### src/rtl/alu_pkg.sv
// ALU mode encodings shared between the ALU decoder and the pipelined shifter.
package alu_pkg;

  localparam logic [1:0] ALU_SRA = 2'b00;
  localparam logic [1:0] ALU_SRL = 2'b01;
  localparam logic [1:0] ALU_SLL = 2'b10;
  localparam logic [1:0] ALU_ROR = 2'b11;

  function automatic logic is_right_mode(input logic [1:0] mode);
    return (mode != ALU_SLL);
  endfunction

endpackage

### src/rtl/pipelined_barrel_shifter_if.sv
// Operation/result handshake bundle between the ALU operand muxes, the shifter and writeback.
interface pipelined_barrel_shifter_if #(
  parameter int WIDTH = 32,
  parameter int SHW   = $clog2(WIDTH)
);
  logic             in_valid;
  logic             in_ready;
  logic [WIDTH-1:0] a;
  logic [SHW-1:0]   b;
  logic [1:0]       alu;
  logic             out_valid;
  logic             out_ready;
  logic [WIDTH-1:0] c;
  logic             carry;

  modport master (
    output in_valid, a, b, alu, out_ready,
    input  in_ready, out_valid, c, carry
  );

  modport slave (
    input  in_valid, a, b, alu, out_ready,
    output in_ready, out_valid, c, carry
  );
endinterface

### src/rtl/shift_level.sv
// One combinational barrel-shifter level: optionally shifts/rotates by DIST and updates carry.
module shift_level
  import alu_pkg::*;
#(
  parameter int WIDTH = 32,
  parameter int DIST  = 1
) (
  input  logic [WIDTH-1:0] din,
  input  logic [1:0]       mode,
  input  logic             en,
  input  logic             fill,
  input  logic             carry_in,
  output logic [WIDTH-1:0] dout,
  output logic             carry_out
);

  logic fill_bit;

  always_comb begin
    dout      = din;
    carry_out = carry_in;
    fill_bit  = (mode == ALU_SRA) ? fill : 1'b0;
    if (en) begin
      if (mode == ALU_SLL) begin
        dout      = {din[WIDTH-DIST-1:0], {DIST{1'b0}}};
        carry_out = din[WIDTH-DIST];
      end else if (mode == ALU_ROR) begin
        dout      = {din[DIST-1:0], din[WIDTH-1:DIST]};
        carry_out = din[DIST-1];
      end else if (is_right_mode(mode)) begin
        dout      = {{DIST{fill_bit}}, din[WIDTH-1:DIST]};
        carry_out = din[DIST-1];
      end
    end
  end

endmodule

### src/rtl/pipelined_barrel_shifter.sv
// Pipelined SRA/SRL/SLL/ROR barrel shifter with carry-out, valid/ready handshake and flush.
module pipelined_barrel_shifter
  import alu_pkg::*;
#(
  parameter int WIDTH  = 32,
  parameter int STAGES = 2,
  parameter int SHW    = $clog2(WIDTH)
) (
  input  logic                      clk,
  input  logic                      rst_n,
  input  logic                      flush,
  pipelined_barrel_shifter_if.slave bus
);

  // Levels per stage; trailing stages may end up with no levels and act as plain delay.
  localparam int LPS = (SHW + STAGES - 1) / STAGES;

  logic             advance;
  logic             accept;

  logic             v_in  [STAGES];
  logic [WIDTH-1:0] d_in  [STAGES];
  logic             cy_in [STAGES];
  logic             sg_in [STAGES];
  logic [1:0]       md_in [STAGES];
  logic [SHW-1:0]   b_in  [STAGES];

  logic             v_reg  [STAGES];
  logic [WIDTH-1:0] d_reg  [STAGES];
  logic             cy_reg [STAGES];
  logic             sg_reg [STAGES];
  logic [1:0]       md_reg [STAGES];
  logic [SHW-1:0]   b_reg  [STAGES];

  logic [WIDTH-1:0] ch_d  [STAGES][LPS+1];
  logic             ch_cy [STAGES][LPS+1];

  assign advance      = !v_reg[STAGES-1] || bus.out_ready;
  assign accept       = bus.in_valid && advance;
  assign bus.in_ready = advance;

  assign bus.out_valid = v_reg[STAGES-1];
  assign bus.c         = d_reg[STAGES-1];
  assign bus.carry     = cy_reg[STAGES-1];

  generate
    for (genvar gi = 0; gi < STAGES; gi++) begin : g_stage
      if (gi == 0) begin : g_head
        assign v_in[gi]  = accept;
        assign d_in[gi]  = bus.a;
        assign cy_in[gi] = 1'b0;
        assign sg_in[gi] = bus.a[WIDTH-1];
        assign md_in[gi] = bus.alu;
        assign b_in[gi]  = bus.b;
      end else begin : g_link
        assign v_in[gi]  = v_reg[gi-1];
        assign d_in[gi]  = d_reg[gi-1];
        assign cy_in[gi] = cy_reg[gi-1];
        assign sg_in[gi] = sg_reg[gi-1];
        assign md_in[gi] = md_reg[gi-1];
        assign b_in[gi]  = b_reg[gi-1];
      end

      assign ch_d[gi][0]  = d_in[gi];
      assign ch_cy[gi][0] = cy_in[gi];

      for (genvar gj = 0; gj < LPS; gj++) begin : g_level
        localparam int K = gi * LPS + gj;
        if (K < SHW) begin : g_shift
          shift_level #(
            .WIDTH (WIDTH),
            .DIST  (1 << K)
          ) u_level (
            .din       (ch_d[gi][gj]),
            .mode      (md_in[gi]),
            .en        (b_in[gi][K]),
            .fill      (sg_in[gi]),
            .carry_in  (ch_cy[gi][gj]),
            .dout      (ch_d[gi][gj+1]),
            .carry_out (ch_cy[gi][gj+1])
          );
        end else begin : g_pass
          assign ch_d[gi][gj+1]  = ch_d[gi][gj];
          assign ch_cy[gi][gj+1] = ch_cy[gi][gj];
        end
      end
    end
  endgenerate

  // Flush only kills valid bits; payload registers keep following advance.
  always_ff @(posedge clk or negedge rst_n) begin
    if (!rst_n) begin
      for (int s = 0; s < STAGES; s++) begin
        v_reg[s]  <= 1'b0;
        d_reg[s]  <= '0;
        cy_reg[s] <= 1'b0;
        sg_reg[s] <= 1'b0;
        md_reg[s] <= '0;
        b_reg[s]  <= '0;
      end
    end else begin
      for (int s = 0; s < STAGES; s++) begin
        if (flush) begin
          v_reg[s] <= 1'b0;
        end else if (advance) begin
          v_reg[s] <= v_in[s];
        end
        if (advance) begin
          d_reg[s]  <= ch_d[s][LPS];
          cy_reg[s] <= ch_cy[s][LPS];
          sg_reg[s] <= sg_in[s];
          md_reg[s] <= md_in[s];
          b_reg[s]  <= b_in[s];
        end
      end
    end
  end

endmodule

### src/flat_wrapper.sv
// flat-port wrapper written by rule: the top's interface ports become plain ports
module pipelined_barrel_shifter_flat import alu_pkg::*;
#(
  parameter int WIDTH  = 32,
  parameter int STAGES = 2,
  parameter int SHW    = $clog2(WIDTH)
)
  (clk, rst_n, flush, bus_in_valid, bus_a, bus_b, bus_alu, bus_out_ready, bus_in_ready, bus_out_valid, bus_c, bus_carry);
  pipelined_barrel_shifter_if #(.WIDTH(WIDTH), .SHW(SHW)) bus_i ();
  input  logic clk;
  input  logic rst_n;
  input  logic flush;
  input wire logic [$bits(bus_i.in_valid)-1:0] bus_in_valid;
  input wire logic [$bits(bus_i.a)-1:0] bus_a;
  input wire logic [$bits(bus_i.b)-1:0] bus_b;
  input wire logic [$bits(bus_i.alu)-1:0] bus_alu;
  input wire logic [$bits(bus_i.out_ready)-1:0] bus_out_ready;
  output wire logic [$bits(bus_i.in_ready)-1:0] bus_in_ready;
  output wire logic [$bits(bus_i.out_valid)-1:0] bus_out_valid;
  output wire logic [$bits(bus_i.c)-1:0] bus_c;
  output wire logic [$bits(bus_i.carry)-1:0] bus_carry;
  assign bus_i.in_valid = bus_in_valid;
  assign bus_i.a = bus_a;
  assign bus_i.b = bus_b;
  assign bus_i.alu = bus_alu;
  assign bus_i.out_ready = bus_out_ready;
  assign bus_in_ready = bus_i.in_ready;
  assign bus_out_valid = bus_i.out_valid;
  assign bus_c = bus_i.c;
  assign bus_carry = bus_i.carry;
  pipelined_barrel_shifter #(.WIDTH(WIDTH), .STAGES(STAGES), .SHW(SHW)) u_core (.clk(clk), .rst_n(rst_n), .flush(flush), .bus(bus_i));
endmodule
### config.mk
export PLATFORM = sky130hd
export DESIGN_NAME = pipelined_barrel_shifter_flat
export DESIGN_NICKNAME = d
export VERILOG_FILES = /design/src/rtl/alu_pkg.sv /design/src/rtl/pipelined_barrel_shifter_if.sv /design/src/rtl/shift_level.sv /design/src/rtl/pipelined_barrel_shifter.sv /design/src/flat_wrapper.sv
export SDC_FILE = /design/constraint.sdc
export NUM_CORES = 1
export LEC_CHECK = 0
export ABC_AREA = 1
export CAP_MARGIN = 20
export CORE_ASPECT_RATIO = 1.25
export CORE_UTILIZATION = 45
export DETAILED_ROUTE_END_ITERATION = 8
export PLACE_DENSITY_LB_ADDON = 0.05
export SLEW_MARGIN = 25
export SYNTH_ARGS = -nofsm -noshare
export SYNTH_HDL_FRONTEND = slang
export SYNTH_SLANG_ARGS = --single-unit
### constraint.sdc
create_clock -name clk -period 1.4 [get_ports clk]
set_input_delay 0.35 -clock clk [delete_from_list [all_inputs] [get_ports clk]]
set_output_delay 0.35 -clock clk [all_outputs]
set_load 0.01 [all_outputs]
==> impl_results.md, run 1 <==
- CP required: ~1.6 ns
- # rows: 47
- Final #Nets: 1223
- Bufs and invs on worst path: 3
- Port buffer count: 78
- Critical Path End Type: flip-flop
- Crit path kind: flip-flop to flip-flop
- Violated checks: negative setup slack
- Worst reg2reg path endpoint: u_core.bus.c[18]$_DFFE_PN0N_
- Endpoints failing hold: 0
- Hold_buf cts: 0
- Clock slew at reported path FFs: 0.06 ns
- IO Pins: 79
- Endpoints failing setup: 39
- DRT Pass-1 Iters: 5
- Asr flop ratio synth: 1.00
- Top cell type's share of synthesized area: 0.302
- Outcome: finished with violations
- Critical path arrival: 1.79 ns
- Reg-to-reg critical path startpoint: u_core.md_in[0]$_DFFE_PN0N_
- Worst R2R Path Depth: 10
- Core footprint: 13200 µm²
- Synth area leader: dfrtp_1
- Root Buffer: clkbuf_16
- Die W: 106 µm
- Tmin final: 1.56 ns
- Area grow syn2layout: 73.4%
- Antenna violations before repair: 0
- Cell breakdown of the critical path: inv_4 -> nand2_8 -> buf_4 -> buf_6 -> nand3_1 -> o21ai_2 -> nand2_1 -> a21oi_1 -> o21ai_1 -> nand2_1
- Top delay family on crit path: buffers and inverters
- Slew Limit Fails: 0
- Placed cell count: 1299
- Cells after Synth: 992
- Most used flip-flop cell after synthesis: dfrtp_1
- Maximum vdd ir drop: 0.730 mV
- Cell mode on critical path: nand2_1
- Maximum root-to-sink buffer count: 2
- Final Non-Filler Cells: 1354
- Net count after synthesis: 1036
- Critical Path Max Stage Delay: 0.43 ns
- CP max-delay cell: dfrtp_1
- DPL Wire Length: 15.5 mm
- DRT Wirelength: 25.4 mm
- Largest net degree at the start of global routing: 74
- #FFs+latches synth: 73
- Max_slew headroom: 0.716
- Global-route wire length before repair: between 30 and 40 mm
- Synth top cells by count: nand2_1 (348), nand3_1 (177), nor2_1 (74)
- DP Area: 7960 µm²
- Number of synthesized flops with an enable pin: 0
- Total GRT Usage: 0.338
- Largest cells by area after synthesis: dfrtp_1 (30%), nand2_1 (22%), nand3_1 (15%)
- Slew @ Worst Pin: 0.426 ns
- Vias in the first global route: 7427
- Power Total: about 9.0 mW
- Max_cap viols: 0
- Skew-Pair Late Insertion Delay: ~0.34 ns
- Final antenna-violating net count: 0
- Initial Util: 0.459
- Hold_ws: 0.0204 ns
- H-tree Lvls: 3
- Final global-route overflow total: 0
- Syn. warnings: 0
- CTS tree: built
- RSZ-0062 raised after global routing: true
- Design area: 10500 µm²
- Achievable Freq: 641 MHz
- Worst hold path class: input pin to async pin
- Vias: 7918
- Post-DR vias/cell: just under 6
- RePlAce Congestion: 0.986
- Drt initial violations: 510
- Period utilization: 1.11
- # DRC: 0
- Count leader, synth: nand2_1
- Yosys cell types: 28
- Lkg Pwr: 5.15 nW
- Crit-path max FO: 6
- Reg2Reg Setup Slack: -0.16 ns
- Fill count: 873
- Mapped Area: 6050 µm²
- Share of cells above drive strength 1: 0.454
- Nature of the critical path startpoint: flip-flop
- # diodes: 0
- Skew final: 0.00622 ns
- Die area: 13900 µm²
- Clk sinks: 73
- Routed len/inst: 18.8 µm
- Worst setup margin: -0.160 ns
- Power Dens Cells: between 800 and 900 nW/µm²
- Post-layout util: 0.796
- Num CTS Buffers: 9
- Synthesized area per cell: a little over 6 µm²
- Register area share after synthesis: 0.302
- Die Y: around 130 µm
[worst register-to-register path: stages (launching register included)]
cell	delay [ns]
dfrtp_1	0.43
inv_4	0.16
nand2_8	0.10
buf_4	0.16
buf_6	0.13
nand3_1	0.08
o21ai_2	0.09
nand2_1	0.08
a21oi_1	0.06
o21ai_1	0.10
nand2_1	0.06
[through the flow]
stage,setup TNS [ns],worst slack [ns]
2_1_floorplan,-1.29,-0.0703
3_3_place_gp,-33.96,-0.897
3_5_place_dp,-34.75,-0.907
4_1_cts,-2.31,-0.126
5_1_grt,-6.58,-0.246
6_report,-3.13,-0.160
[cells by family after synthesis]
kind of cell	synth area share
compound gates	0.126
simple gates	0.481
flops	0.302
buf+inv	0.0916
[timing repair]
| action | 4_1_cts | 5_1_grt |
|---|---|---|
| setup buffers | 23 | 12 |
| pin swaps | 79 | 130 |
| gates cloned | 9 | 2 |
| endpoints found under the setup margin | 101 | 68 |
| hold endpoints to repair | 0 | 0 |
| gates resized for setup | 317 | 240 |
[where the power goes]
group / leakage, nW / switching, mW / internal (mW)
logic: 4.12 / 2.24 / 1.73
registers: 0.881 / 0.309 / 2.47
clock network: 0.148 / 0.829 / 1.46
total: 5.15 / 3.38 / 5.66
[area by class of cell]
class | instances | area (µm²) | area share
multi-input combinational | 802 | 5460 | 0.521
tap | 171 | 214 | 0.0204
timing repair buffer | 238 | 2450 | 0.234
clock inverter | 3 | 40.0 | 0.00382
inverter | 55 | 234 | 0.0223
clock buffer | 12 | 256 | 0.0245
sequential | 73 | 1830 | 0.174
[how the worst max path moves through the flow]
stage	start	endpoint	slack, ns	cells past startpoint
3_5_place_dp	bus_alu[1]	u_core.ch_d[101]$_DFFE_PN0N_	-0.91	13
4_1_cts	bus_alu[1]	u_core.ch_d[101]$_DFFE_PN0N_	-0.13	14
3_3_place_gp	bus_alu[1]	u_core.ch_d[101]$_DFFE_PN0N_	-0.90	13
5_1_grt	u_core.md_in[0]$_DFFE_PN0N_	u_core.bus.c[2]$_DFFE_PN0N_	-0.25	9
6_report	u_core.md_in[0]$_DFFE_PN0N_	u_core.bus.c[18]$_DFFE_PN0N_	-0.16	10
2_1_floorplan	bus_b[0]	u_core.ch_d[109]$_DFFE_PN0N_	-0.07	9
[flip-flops by register name (all words and copies together) (netlist names)]
name,count
u_core.ch_cy,1
u_core.md_in,2
u_core.sg_in,1
u_core.b_in,2
u_core.bus.carry,1
u_core.bus.c,32
u_core.bus.out_valid,1
u_core.ch_d,32
u_core.v_in,1
[routing by layer]
| layer | share of wire | global-route usage | wire length (µm) | vias to the layer above |
|---|---|---|---|---|
| met5 | 0 | 0 | 0 | - |
| met4 | 0.078 | 0.230 | 1980 | 0 |
| met3 | 0.048 | 0.0392 | 1220 | 144 |
| met2 | 0.51 | 0.598 | 12900 | 405 |
| met1 | 0.37 | 0.374 | 9300 | 3711 |
| li1 | - | - | - | 3658 |
[placed cells by master, fill, tap and decap left out, types with 10 or more instances in the layout]
cell type,n
nor2_1,54
a21oi_1,26
o21ai_2,29
a21oi_2,33
nand2_4,10
nand2_1,275
dlygate4sd2_1,38
buf_12,17
nand3_1,57
clkbuf_16,10
nor2_4,10
dlymetal6s2s_1,27
nand3_4,55
or2_4,26
o21ai_1,19
nor2_2,13
dfrtp_1,71
inv_1,40
buf_6,36
nand2_2,64
buf_4,104
nand3_2,83
Note: power is estimated with default switching activity, not from simulation.
==> inputs of run 2 (changes only) <==
==> constraint.sdc (replaced) <==
create_clock -name clk -period 1.3 [get_ports clk]
set_input_delay 0.26 -clock clk [delete_from_list [all_inputs] [get_ports clk]]
set_output_delay 0.26 -clock clk [all_outputs]
set_load 0.01 [all_outputs]
==> run 2 against run 1 <==
The run still ends with negative setup slack left. Power grew 7.2%. Sequential cell count is the same. Wire length decreased by 8.5%. Sequential power grew 7.2%. Register-to-register slack worse by 0.04 ns. Global-route usage down 3.1 points. Worst hold slack better by 0.28 ns. Sequential share of layout area grew 1.2 points. Largest power group unchanged.
==> impl_results.md, run 2 (synthesis gave the netlist of run 1 again) <==
- Outcome: finished with violations
- Violated checks: negative setup slack
- Die Y: 132 µm
- Antenna violations before repair: 0
- Endpoints failing setup: 36
- Switch share: 0.351
- Endpoints failing hold: 0
- Min-delay src: bus_alu[1]
- # rows: 47
- Crit-path max FO: 5
- Share of cells above drive strength 1: 0.389
- Clk sinks: 73
- Port buffer count: 78
- Post-DR vias/cell: 5.68
- Commonest cells after routing, fill and taps aside: nand2_1 (310), buf_4 (102), nand3_2 (91)
- Critical Path End Type: flip-flop
- # diodes: 0
- Sequential Power Share: 0.307
- Final Non-Filler Cells: 1352
- Reg2Reg Setup Slack: -0.20 ns
- Root Buffer: clkbuf_16
- Clk pwr share: 0.293
- Core footprint: about 13000 µm²
- Clock slew at reported path FFs: ~0.060 ns
- Die area: 13900 µm²
- Post-layout util: 0.746
- Vias: 7685
- Die W: 106 µm
- Reg-to-reg critical path startpoint: u_core.md_in[1]$_DFFE_PN0N_
- Worst setup endpoint: u_core.bus.c[30]$_DFFE_PN0N_
- RePlAce Congestion: 0.946
- Final #Nets: 1220
- Nature of the critical path startpoint: flip-flop
- Achievable Freq: 667 MHz
- H-tree Lvls: 3
- Slew @ Worst Pin: ~0.39 ns
- Place WS: -0.900 ns
- IO Pins: slightly below 80
- Skew final: 0.00786 ns
- Crit path from: u_core.md_in[1]$_DFFE_PN0N_
- Crit path kind: flip-flop to flip-flop
- Internal power: between 6 and 7 mW
- Maximum root-to-sink buffer count: 2
- Vias in the first global route: 6980
- Design area: 9830 µm²
- Worst hold path class: input pin to flip-flop
- Slew Limit Fails: 0
- Psw: 3.40 mW
- Period utilization: 1.15
- Final global-route overflow total: 0
- Total GRT Usage: 0.306
- Power Dens Cells: 986 nW/µm²
- Max_slew headroom: 0.742
- Lkg Pwr: 4.94 nW
- # DRC: 0
- Area grow syn2layout: 62.6%
- Final antenna-violating net count: 0
- Placed cell count: 1301
- Initial Util: 0.459
- Critical path arrival: 1.78 ns
- Worst setup margin: -0.199 ns
- Num CTS Buffers: 9
- Gate power share: 0.400
- Tmin final: between 1 and 1.5 ns
- Global-route wire length before repair: 33.8 mm
- RSZ-0062 raised after global routing: true
- DRT Pass-1 Iters: 5
- DRT Wirelength: 23.3 mm
- Largest net degree at the start of global routing: 74
- Routed len/inst: 17.2 µm
- CTS tree: built
- DP Area: approximately 8000 µm²
- CP required: roughly 1.6 ns
- Skew-Pair Late Insertion Delay: 0.34 ns
- Maximum vdd ir drop: 0.836 mV
- Drt initial violations: 466
- Worst R2R Path Depth: 9
- DPL Wire Length: approximately 16 mm
- Commonest non-fill, non-tap cell in the layout: nand2_1
- Worst reg2reg path endpoint: u_core.bus.c[30]$_DFFE_PN0N_
- Max_cap viols: 0
run 2: cell count changes in the layout (fill, tap and decap cells not counted), moves of 11 or more:
| cell | previous run | this run |
|---|---|---|
| nand2_1 | 275 | 310 |
| nand2_2 | 64 | 36 |
| nand3_4 | 55 | 21 |
| o21ai_1 | 19 | 34 |
| o21ai_2 | 29 | 18 |
| nand3_1 | 57 | 83 |
run 2: routing by layer:
| metal | routed length, µm | GRT usage | vias up |
|---|---|---|---|
| met4 | 1470 | 0.211 | 0 |
| li1 | - | - | 3635 |
| met2 | 12200 | 0.545 | 316 |
| met3 | 1000 | 0.0288 | 106 |
| met1 | 8620 | 0.340 | 3628 |
| met5 | 0 | 0 | - |
run 2: final cells by class:
class	instances	area (µm²)
flip-flops and latches	73	1830
clock inverters	5	103
inverters	55	224
multi-input cells	799	4810
fillers	1033	3340
clock buffers	11	243
repair buffers	238	2400
well taps	171	214
run 2: critical path, stage by stage (launching register included):
cell and delay [ns]:
dfrtp_2 0.47, buf_6 0.16, nor2_4 0.14, nor2_4 0.07, buf_6 0.12, o211ai_1 0.07
o21ai_1 0.11, a21oi_1 0.17, nand2_1 0.07, nand2_1 0.06
run 2: power by group through the flow:
stage / clock, mW / combinational, mW / sequential (mW)
final: 2.84 / 3.88 / 2.98
after global routing: 2.94 / 4.20 / 3.02
after CTS: 2.87 / 3.35 / 2.96
after detailed placement: 0 / 3.16 / 2.99
after global placement: 0 / 3.14 / 2.97
after floorplan: 0 / 1.62 / 3.01
run 2: worst min-delay path by stage:
| stage | to | slack [ns] | cells after the start |
|---|---|---|---|
| finish | u_core.md_in[1]$_DFFE_PN0N_ | 0.30 | 4 |
| global route | u_core.md_in[1]$_DFFE_PN0N_ | 0.33 | 4 |
| CTS | u_core.md_in[1]$_DFFE_PN0N_ | 0.33 | 4 |
| detailed placement | u_core.bus.c[19]$_DFFE_PN0N_ | 0.30 | 2 |
| global placement | u_core.bus.c[3]$_DFFE_PN0N_ | 0.30 | 2 |
| floorplan | u_core.b_in[3]$_DFFE_PN0N_ | -0.04 | 0 |
run 2: through the flow:
step | hold slack (ns) | TNS [ns] | power (mW)
floorplan | -0.0356 | -1.95 | 4.63
global placement | 0.302 | -34.12 | 6.12
detailed placement | 0.299 | -35.07 | 6.15
CTS | 0.334 | -3.96 | 9.18
global route | 0.329 | -8.53 | 10.2
finish | 0.304 | -4.85 | 9.69
run 2: repair_timing:
item,4_1_cts,5_1_grt
buffers inserted,10,17
endpoints found under the hold margin,73,0
resized for setup,223,249
pin swaps,29,97
gates cloned,7,4
endpoints found under the setup margin,102,68
hold buffers,1,0
==> inputs of run 3 (changes only) <==
CORE_MARGIN = 2   (was default)
SYNTH_HIERARCHICAL = 1   (was default)
==> run 3 against run 2 <==
Critical path type unchanged. The run still ends with negative setup slack left. Synthesized cell count rose by 29%. First-iteration DRC count rose by 11%. Register-to-register slack got worse by 0.05 ns. Critical endpoint is now u_core/bus.c[8]$_DFFE_PN0P_. Largest power group unchanged. Die area rose by 25%. Maximum frequency fell by 3.1%. Setup slack got worse by 0.048 ns. Critical path depth rose by 2.
==> impl_results.md, run 3 <==
- Outcome: finished with violations
- Violated checks: negative setup slack
- Largest net degree at the start of global routing: 45
- DPL Wire Length: roughly 17 mm
- Num CTS Buffers: 9
- Skew final: between 0.007 and 0.008 ns
- Skew-Pair Late Insertion Delay: 0.34 ns
- Core footprint: 16100 µm²
- Critical Path End Type: flip-flop
- Crit-path max FO: 7
- Worst path depth: 11
- Synth area leader: nand2_1
- Synth top cells by count: nand2_1 (648), inv_1 (142), nand3_1 (138)
- Drt initial violations: around 520
- Synth Area in Simple Gates: 0.553
- Asr flop ratio synth: 1.00
- Area share of fa/ha/maj cells after synthesis: 0
- Most used flip-flop cell after synthesis: dfrtp_1
- Largest cells by area after synthesis: nand2_1 (33%), dfrtp_1 (25%), nand3_1 (9.4%)
- #FFs+latches synth: 73
- Complex-gate fraction of the synthesized area: 0.0321
- Final global-route overflow total: 0
- RSZ-0062 raised after global routing: true
- Cell mode on critical path: nand2_1
- CTS tree: built
- Vias in the first global route: just over 8k
- Synth Area in XOR/XNOR: 0
- Power Total: 10.1 mW
- Top cell type's share of synthesized area: 0.332
- Reg2Reg Setup Slack: -0.25 ns
- IO Pins: 79
- Die area: 17300 µm²
- Global-route wire length before repair: 37.5 mm
- CP max-delay cell: dfrtp_2
- Commonest cells after routing, fill and taps aside: nand2_1 (476), nand2_2 (190), nand3_2 (104)
- Largest family of logic cells by synthesized area: simple AND/OR/NAND/NOR gates
- Max_cap viols: 0
- # rows: 52
- RePlAce Congestion: approximately 0.9
- Design area: 11200 µm²
- Critical Path Max Stage Delay: ~0.52 ns
- Clk sinks: 73
- Yosys cell types: 25
- Final antenna-violating net count: 0
- Final #Nets: 1506
- Vias: 8323
- Worst setup endpoint: u_core/bus.c[8]$_DFFE_PN0P_
- Maximum vdd ir drop: 0.498 mV
- Worst setup margin: -0.247 ns
- Crit path from: u_core/md_in[1]$_DFFE_PN0P_
- Initial Util: 0.457
- # diodes: 0
- Count leader, synth: nand2_1
- Area grow syn2layout: 52.8%
- Endpoints failing hold: 0
- Syn. warnings: 6
- Routed len/inst: 14.4 µm
- Port buffer count: 78
- Period utilization: 1.19
- Post-layout util: 0.698
- Nature of the critical path startpoint: flip-flop
- Commonest non-fill, non-tap cell in the layout: nand2_1
- Antenna violations before repair: 0
- Net count after synthesis: between 1k and 1.5k
- Total negative setup slack: -9.89 ns
- Post-synthesis mux area share: 0
- Achievable Freq: about 650 MHz
- Tmin final: 1.55 ns
- Bufs and invs on worst path: 3
- Lkg Pwr: 6.30 nW
- Cell breakdown of the critical path: buf_6 -> buf_6 -> nand3_2 -> nand2_1 -> inv_1 -> nand2_1 -> nand2_1 -> nand3_1 -> o21ai_2 -> nand2_1 -> nand2_1
- Synthesized area per cell: 5.73 µm²
- Top delay family on crit path: flip-flops
- Hold_ws: 0.357 ns
- Total GRT Usage: 0.262
- Mapped Area: 7340 µm²
- Post-DR vias/cell: 4.95
- Number of synthesized flops with an enable pin: 0
- Register area share after synthesis: 0.249
- Cells after Synth: 1280
- Slew Limit Fails: 0
- DRT Wirelength: 24.2 mm
- # DRC: 0
- Worst R2R Path Depth: 11
- Fill count: 1422
- Power Dens Cells: 896 nW/µm²
- Die W: 118 µm
- Worst hold path class: input pin to async pin
- DP Area: 9080 µm²
- Worst reg2reg path endpoint: u_core/bus.c[8]$_DFFE_PN0P_
- Root Buffer: clkbuf_16
- CP required: 1.52 ns
- Endpoints failing setup: 65
- Die Y: 147 µm
- Crit path kind: flip-flop to flip-flop
- H-tree Lvls: 3
- Maximum root-to-sink buffer count: 2
- Critical path arrival: around 1.8 ns
- Share of cells above drive strength 1: 0.455
- Reg-to-reg critical path startpoint: u_core/md_in[1]$_DFFE_PN0P_
- DRT Pass-1 Iters: 4
- Clock slew at reported path FFs: 0.05 ns
-- run 3: how the worst min path moves through the flow --
| stage | from | to | slack (ns) |
|---|---|---|---|
| floorplan | rst_n | u_core/b_in[3]$_DFFE_PN0P_ | -0.04 |
| global placement | rst_n | u_core/bus.c[4]$_DFFE_PN0P_ | 0.18 |
| detailed placement | rst_n | u_core/bus.c[4]$_DFFE_PN0P_ | 0.18 |
| CTS | rst_n | u_core/bus.c[4]$_DFFE_PN0P_ | 0.36 |
| global route | rst_n | u_core/ch_d[116]$_DFFE_PN0P_ | 0.39 |
| finish | rst_n | u_core/bus.c[4]$_DFFE_PN0P_ | 0.36 |
-- run 3: metrics by stage --
step | instances | worst slack [ns]
after floorplan | 1280 | -0.128
after global placement | 1627 | -1.06
after detailed placement | 1627 | -1.08
after CTS | 1668 | -0.224
after global routing | 1683 | -0.349
final | 1683 | -0.247
-- run 3: final cells by class --
type,count,area (µm²),area share
Clock inverter,2,37.5,0.00335
Sequential cell,73,1830,0.163
Multi-Input combinational cell,979,5570,0.497
Timing Repair inverter,3,41.3,0.00368
Clock buffer,14,254,0.0226
Inverter,156,672,0.0599
Timing Repair Buffer,240,2540,0.226
Tap cell,216,270,0.0241
-- run 3: metal layers --
metal | GRT usage | vias to the layer above | routed length, µm
met2 | 0.500 | 195 | 13000
met1 | 0.284 | 3809 | 9240
met5 | 0 | - | 0
met3 | 0.0229 | 85 | 528
li1 | - | 4234 | -
met4 | 0.140 | 0 | 1370
-- run 3: logic make-up (layout without fill, tap and decap cells) --
group / count (synthesis) / after routing
AO/OA/AOI/OAI: 47 / 47
buffers and inverters: 229 / 415
flip-flops: 73 / 73
other: 1 / 1
AND/OR/NAND/NOR: 930 / 931
-- run 3: power by group --
part / internal [mW] / switching, mW / total (mW) / leakage [nW]
Combinational: 2.00 / 2.66 / 4.66 / 5.27
Sequential: 2.65 / 0.312 / 2.96 / 0.899
Clock: 1.54 / 0.885 / 2.42 / 0.137
-- run 3: repair_timing --
action / 4_1_cts / 5_1_grt
resized for setup: 229 / 329
setup buffers: 18 / 16
endpoints found under the setup margin: 101 / 70
pin swaps: 113 / 214
hold buffers: 1 / 0
gates cloned: 6 / 4
endpoints found under the hold margin: 10 / 0
